`src/rtl/serial_add_ctrl.sv`:
```
// Bit-serial adder controller: one full-adder cell stepped WIDTH times, LSB first.
// Optional macro SERIAL_ADD_SUB_EN adds a 'sub' input for two's-complement subtraction.
module serial_add_ctrl #(
    parameter int WIDTH = 8
) (
    input  logic             clk,
    input  logic             rst_n,
    input  logic             start,
    input  logic [WIDTH-1:0] a,
    input  logic [WIDTH-1:0] b,
    input  logic             cin,
`ifdef SERIAL_ADD_SUB_EN
    input  logic             sub,
`endif
    output logic             busy,
    output logic             done,
    output logic [WIDTH-1:0] sum,
    output logic             cout
);

    localparam int CW = $clog2(WIDTH);

    typedef enum logic [1:0] {
        IDLE = 2'd0,
        RUN  = 2'd1,
        DONE = 2'd2
    } state_t;

    state_t           state;
    state_t           state_nx;
    logic [WIDTH-1:0] a_sr;
    logic [WIDTH-1:0] b_sr;
    logic [WIDTH-1:0] s_sr;
    logic             carry;
    logic [CW-1:0]    cnt;
    logic             last;
    logic             fa_s;
    logic             fa_c;
    logic [WIDTH-1:0] b_load;
    logic             c_load;

`ifdef SERIAL_ADD_SUB_EN
    // Subtraction is a + ~b + 1; the caller's cin has no meaning here.
    assign b_load = sub ? ~b : b;
    assign c_load = sub | cin;
`else
    assign b_load = b;
    assign c_load = cin;
`endif

    assign last = (cnt == CW'(WIDTH - 1));
    assign fa_s = a_sr[0] ^ b_sr[0] ^ carry;
    assign fa_c = (a_sr[0] & b_sr[0]) | (carry & (a_sr[0] ^ b_sr[0]));

    assign busy = (state == RUN);
    assign done = (state == DONE);

    // NOTE: sequential state uses non-blocking assignments so every register
    // samples the pre-edge values, independent of statement order.
    always_ff @(posedge clk) begin
        if (!rst_n) begin
            state <= IDLE;
        end else begin
            state <= state_nx;
        end
    end

    // NOTE: state_nx gets its default before the case so no path leaves it
    // unassigned, which would otherwise infer a latch.
    always_comb begin
        state_nx = state;
        case (state)
            IDLE:    if (start) state_nx = RUN;
            RUN:     if (last)  state_nx = DONE;
            DONE:    state_nx = IDLE;
            default: state_nx = IDLE;
        endcase
    end

    always_ff @(posedge clk) begin
        if (!rst_n) begin
            a_sr  <= '0;
            b_sr  <= '0;
            s_sr  <= '0;
            carry <= 1'b0;
            cnt   <= '0;
            sum   <= '0;
            cout  <= 1'b0;
        end else begin
            case (state)
                IDLE: begin
                    if (start) begin
                        a_sr  <= a;
                        b_sr  <= b_load;
                        carry <= c_load;
                        cnt   <= '0;
                    end
                end
                RUN: begin
                    a_sr  <= a_sr >> 1;
                    b_sr  <= b_sr >> 1;
                    s_sr  <= {fa_s, s_sr[WIDTH-1:1]};
                    carry <= fa_c;
                    cnt   <= cnt + CW'(1);
                    // Result registers move only here, so partial sums stay hidden.
                    if (last) begin
                        sum  <= {fa_s, s_sr[WIDTH-1:1]};
                        cout <= fa_c;
                    end
                end
                default: ;
            endcase
        end
    end

endmodule

```
`config.mk`:
```
export PLATFORM = sky130hd
export DESIGN_NAME = serial_add_ctrl
export DESIGN_NICKNAME = d
export VERILOG_FILES = /design/src/rtl/serial_add_ctrl.sv
export SDC_FILE = /design/constraint.sdc
export NUM_CORES = 1
export LEC_CHECK = 0
export ABC_AREA = 1
export ABC_CLOCK_PERIOD_IN_PS = 2600
export BUFFER_PORTS_ARGS = -buffer_cell sky130_fd_sc_hd__buf_2
export CAP_MARGIN = 30
export CORE_ASPECT_RATIO = 1.25
export CORE_MARGIN = 10
export CORE_UTILIZATION = 42
export DETAILED_ROUTE_END_ITERATION = 8
export PLACE_DENSITY = 0.61
export SLEW_MARGIN = 20
export SYNTH_ARGS = -nofsm -noshare
export SYNTH_HDL_FRONTEND = slang
export SYNTH_SLANG_ARGS = --single-unit
```
`constraint.sdc`:
```
create_clock -name clk -period 2.6 [get_ports clk]
set_input_delay 0.65 -clock clk [delete_from_list [all_inputs] [get_ports clk]]
set_output_delay 0.65 -clock clk [all_outputs]
set_load 0.02 [all_outputs]
```
==> results.json, run 1 <==
{
  "grt_usage_pct": 11.22,
  "hold_class": "flop to flop",
  "io_buffers": 30,
  "antenna_found_initial": 0,
  "ir_worst_vdd_mv": 0.3753,
  "n_antenna_cell": 0,
  "post-place-ws_ns": 0.8882,
  "ys_top_cells_by_area": "dfxtp_1 44%, nand2_1 19%, nor2_1 11%, nand3_1 7.3%, inv_1 4.1%",
  "boundaryPins": 31,
  "drv_cap": 0,
  "syn_nets": 277,
  "worst-r2r-setup-slack_ns": 1.00,
  "place.gp.congestion": 0.7108,
  "fin_nets": 304,
  "crit_path_start_kind": "flop",
  "ff_latch_area_um2": 760.7,
  "ys_seq_elements": 38,
  "grt_overflow_total": 0,
  "drt_iter0_drc": 72,
  "min_period_over_period_pct": 76.78,
  "post-cts-setup-buffer-count": 0,
  "cp.required_ns": 1.95,
  "drive_gt1_share_pct": 16.67,
  "die_w_um": 77.23,
  "initial_core_util_pct": 44.32,
  "die_y_um": 91.53,
  "setup_viol": 0,
  "postSynthCellCount": 254,
  "htree_levels": 2,
  "wl_mm": 3.675,
  "grt_first_pass_wirelength_mm": 6.741,
  "end_kind": "primary output",
  "crit_arrival_ns": 1.35,
  "clock-skew-final_ns": 0.005611,
  "status": "completed",
  "cts_num_sinks": 38,
  "drt-pass1-iter-count": 4,
  "tritoncts": "done",
  "wl_per_cell_um": 10.94,
  "p_leak_nw": 1.009,
  "critical_path_class": "flop to primary output",
  "fmax_ghz": 0.5009,
  "netlist.area_leader.share_pct": 44.25,
  "multi_input_area_um2": 794.5,
  "slew_headroom_pct": 55.76,
  "cts_made_buffers": 5,
  "syn2layout_area_growth_pct": 14.56,
  "syn_avg_cell_area_um2": 6.768,
  "holdCritStartpoint": "b_sr[7]$_SDFFE_PN0P_",
  "rr_startpoint": "state[1]$_SDFFE_PN0P_",
  "powerDensity_nw_per_um2": 620.0,
  "grt_pass1_vias": 1562,
  "cts.repair.resized": 0,
  "dieArea_um2": 7068,
  "tns_ns": 0,
  "seq_area_frac_synth_pct": 44.25,
  "routed-via-count": 1517,
  "grt_max_degree": 26,
  "path_max_fanout": 13,
  "cts_hold_buf": 0,
  "avgViaCountPerCell": 4.515,
  "cts_root_buf": "clkbuf_8",
  "clk_pin_slew_ns": 0.08,
  "yosysTopAreaCell": "dfxtp_1",
  "fillers": 428,
  "max_slew.worst_pin.slew_ns": 0.6620,
  "critPathLaunch": "state[0]$_SDFFE_PN0P_",
  "rsz0062_at_grt": "false",
  "fin_crit_ns": 1.996,
  "clock_tree.buffer_depth": 2,
  "setup_slack_ns": 0.6038,
  "rows": 25,
  "final_antenna_net_count": 0,
  "hold_violations": 0,
  "yosysUniqueCellTypes": 18,
  "insertion_delay_ns": 0.28,
  "coreArea_um2": 3879,
  "dp_hpwl_mm": 2.546,
  "route.detailed.drc": 0,
  "netlist_area_um2": 1719,
  "finalMaxSlewViolations": 0,
  "synth.yosys.warnings": 0
}
## where the power goes
| group | switching [mW] | internal [mW] |
|---|---|---|
| Sequential | 0.0247 | 0.619 |
| Combinational | 0.0980 | 0.0622 |
| Clock | 0.205 | 0.213 |
| Total | 0.327 | 0.894 |
## cell families (layout without fill, tap and decap cells)
logic type	Yosys count	after routing	synth area share [%]
AOI/OAI and AO/OA	14	14	4.731
adders and majority gates	3	3	2.620
DFF	38	38	44.25
and+or+nand+nor	165	165	38.86
buffers and inverters	34	62	9.534
## metal layers
layer  global-route usage [%]  vias to the layer above  wire (um)
met5                        0                        -          0
met4                    3.659                        0         26
met3                    4.142                        2        242
met2                    19.20                       35       1674
met1                    12.51                      652       1731
li1                         -                      828          -
## sequential cells by signal, summed over array words and instances (netlist names)
signal	count
state	2
b_sr	8
sum	8
a_sr	8
cout	1
cnt	3
carry	1
s_sr	7
## synthesized netlist by cell type (all sizes together)
library cell and count:
inv 21, nand3 25, fa 1, clkbuf 1, ha 2, o21ai 9, buf 12, dfxtp 38
nor2 52, nand2 88, a21oi 5
## critical path, stage by stage (launching register included)
cell,delay [ns]
dfxtp_1,0.51
inv_2,0.08
nor2_4,0.25
buf_2,0.23
## metrics by stage
step                area [um2]  utilization, %  power (mW)  cells  hold WS (ns)
floorplan                 1719               -      0.7799    254        0.4355
global placement          1874           48.32      0.8164    328        0.4530
detailed placement        1874           48.32      0.8182    328        0.4561
CTS                       1969           50.77       1.240    336        0.4692
global route              1969           50.77       1.307    336        0.4929
finish                    1969           50.77       1.221    336        0.4658
## layout by cell type, fill, tap and decap left out
master | netlist | layout
a21oi_1 | 5 | 5
buf_2 | 2 | 30
buf_4 | 7 | 3
clkbuf_8 | 0 | 6
clkinv_2 | 0 | 1
clkinvlp_4 | 0 | 1
dfxtp_1 | 38 | 38
fa_1 | 1 | 1
ha_1 | 2 | 2
inv_1 | 19 | 19
inv_2 | 2 | 2
nand2_1 | 87 | 87
nand2_2 | 1 | 1
nand3_1 | 25 | 25
nor2_1 | 50 | 50
nor2_4 | 2 | 2
o21ai_0 | 8 | 8
o21ai_4 | 1 | 1
## area by class of cell
cell class,instances,share of cell area [%]
clock buffers,6,4.193
clock inverters,2,0.6353
inverters,21,4.003
multi-input cells,182,40.34
flip-flops and latches,38,38.63
well taps,54,3.431
repair buffers,33,8.767
## final timing paths
kind	endpoint	cells past startpoint
worst min register to register	b_sr[7]$_SDFFE_PN0P_	2
worst max register to register	b_sr[1]$_SDFFE_PN0P_	6
worst min-delay path	b_sr[7]$_SDFFE_PN0P_	2
worst max-delay path	busy	3
(Power assumes the default switching activity.)
==> run 2: changes to the inputs <==
--- a/config.mk
+++ b/config.mk
@@ -6,7 +6,7 @@
 export NUM_CORES = 1
 export LEC_CHECK = 0
 export ABC_AREA = 1
-export ABC_CLOCK_PERIOD_IN_PS = 2600
+export ABC_CLOCK_PERIOD_IN_PS = 1900
 export BUFFER_PORTS_ARGS = -buffer_cell sky130_fd_sc_hd__buf_2
 export CAP_MARGIN = 30
 export CORE_ASPECT_RATIO = 1.25
==> constraint.sdc (replaced) <==
create_clock -name clk -period 1.9 [get_ports clk]
set_input_delay 0.475 -clock clk [delete_from_list [all_inputs] [get_ports clk]]
set_output_delay 0.475 -clock clk [all_outputs]
set_load 0.02 [all_outputs]
==> results.json, run 2 (synthesis gave the netlist of run 1 again) <==
{
  "dieArea_um2": 7068,
  "boundaryPins": 31,
  "cts_hold_buf": 0,
  "place.gp.congestion": 0.7542,
  "fin_cells": 339,
  "grt_overflow_total": 0,
  "max_slew.worst_pin.slew_ns": 0.3357,
  "cp.required_ns": 1.42,
  "seqPwrFrac_pct": 52.6,
  "status": "completed",
  "placed_cell_area_um2": 1897,
  "setup_viol": 0,
  "cts_made_buffers": 5,
  "fin_nets": 307,
  "hold_violations": 0,
  "clock-skew-final_ns": 0.005085,
  "rows": 25,
  "grt_first_pass_wirelength_mm": 6.617,
  "antenna_found_initial": 0,
  "power_frac_clock_pct": 33.6,
  "grt_usage_pct": 11.19,
  "avgViaCountPerCell": 4.490,
  "combPwrFrac_pct": 13.8,
  "grt_pass1_vias": 1509,
  "drv_cap": 0,
  "wl_mm": 3.680,
  "final_cell_area_um2": 1988,
  "end_kind": "primary output",
  "slew_headroom_pct": 77.59,
  "route.detailed.drc": 0,
  "p_sw_mw": 0.4353,
  "rsz0062_at_grt": "false",
  "min_period_over_period_pct": 89.13,
  "crit_arrival_ns": 1.22,
  "crit_path_start_kind": "flop",
  "routed-via-count": 1522,
  "io_buffers": 30,
  "hold_class": "input port to flop",
  "layout_commonest_cell": "nand2_1",
  "cts_num_sinks": 38,
  "final_antenna_net_count": 0,
  "clk_pin_slew_ns": 0.07,
  "post-cts-setup-buffer-count": 0,
  "grt_max_degree": 25,
  "ir_worst_vdd_mv": 0.5873,
  "initial_core_util_pct": 44.32,
  "top_regs": "a_sr (8), b_sr (8), sum (8)",
  "syn2layout_area_growth_pct": 15.65,
  "die_y_um": 91.53,
  "dp_cells": 331,
  "swShare_pct": 26.13,
  "powerDensity_nw_per_um2": 838.0,
  "path_max_fanout": 18,
  "n_antenna_cell": 0,
  "tritoncts": "done",
  "insertion_delay_ns": 0.29,
  "critical_path_class": "flop to primary output",
  "cts.repair.resized": 0,
  "drt-pass1-iter-count": 4,
  "p_leak_nw": 1.024,
  "die_w_um": 77.23,
  "tns_ns": 0,
  "htree_levels": 2,
  "coreArea_um2": 3879,
  "fin_crit_ns": 1.693,
  "drive_gt1_share_pct": 17.19,
  "fmax_ghz": 0.5905,
  "drt_iter0_drc": 50,
  "wl_per_cell_um": 10.86,
  "power.internal_mw": 1.231,
  "final_cell_mix": "87 x nand2_1, 50 x nor2_1, 38 x dfxtp_1, 30 x buf_2, 25 x nand3_1",
  "cts_root_buf": "clkbuf_8",
  "finalMaxSlewViolations": 0,
  "dp_hpwl_mm": 2.630,
  "clock_tree.buffer_depth": 2
}
-- run 2: cell types whose count changed in the layout (fill, tap and decap cells not counted) --
cell and delta:
clkinvlp_4 -1, buf_4 +3, clkbuf_1 +1
-- run 2: cell type report --
type                            count  area, um2
Tap cell                           54      67.56
Inverter                           21      78.83
Sequential cell                    38      760.7
Multi-Input combinational cell    182      794.5
Timing Repair Buffer               36      195.2
Clock buffer                        7      86.33
Clock inverter                      1      5.005
Fill cell                         442       1891
-- run 2: worst paths after layout --
| check | startpoint | end | slack [ns] | cells past startpoint |
|---|---|---|---|---|
| setup reg to reg | state[1]$_SDFFE_PN0P_ | sum[4]$_SDFFE_PN0P_ | 0.53 | 5 |
| hold / removal | a[7] | a_sr[7]$_SDFFE_PN0P_ | 0.46 | 3 |
| setup / recovery | state[1]$_SDFFE_PN0P_ | done | 0.21 | 3 |
| hold reg to reg | s_sr[2]$_SDFFE_PN0P_ | sum[1]$_SDFFE_PN0P_ | 0.46 | 2 |
-- run 2: routing by layer --
layer | part of all wire, % | track usage [%] | vias up
li1 | - | - | 831
met1 | 47 | 12.21 | 651
met2 | 44 | 18.72 | 32
met3 | 6.5 | 4.635 | 8
met4 | 1.9 | 4.573 | 0
met5 | 0 | 0 | -
-- run 2: metrics by stage --
stage / power (mW) / hold slack, ns / utilization, % / worst slack, ns
2_1_floorplan: 1.067 / 0.4355 / - / 0.4773
3_3_place_gp: 1.124 / 0.4503 / 48.90 / 0.5100
3_5_place_dp: 1.128 / 0.4553 / 48.90 / 0.4869
4_1_cts: 1.694 / 0.4481 / 51.26 / 0.1906
5_1_grt: 1.773 / 0.4573 / 51.26 / 0.1029
6_report: 1.666 / 0.4556 / 51.26 / 0.2066
-- run 2: critical path, stage by stage, from the launching register on --
cell and delay (ns):
dfxtp_1 0.43, inv_2 0.20, nor2_1 0.13, buf_2 0.17
-- run 2: power by group through the flow --
stage                     Sequential [mW]  Combinational, mW  Clock [mW]
final                               0.876              0.231       0.560
after global routing                0.881              0.275       0.617
after CTS                           0.876              0.235       0.583
after detailed placement            0.894              0.234           0
after global placement              0.893              0.231           0
after floorplan                     0.887              0.181           0
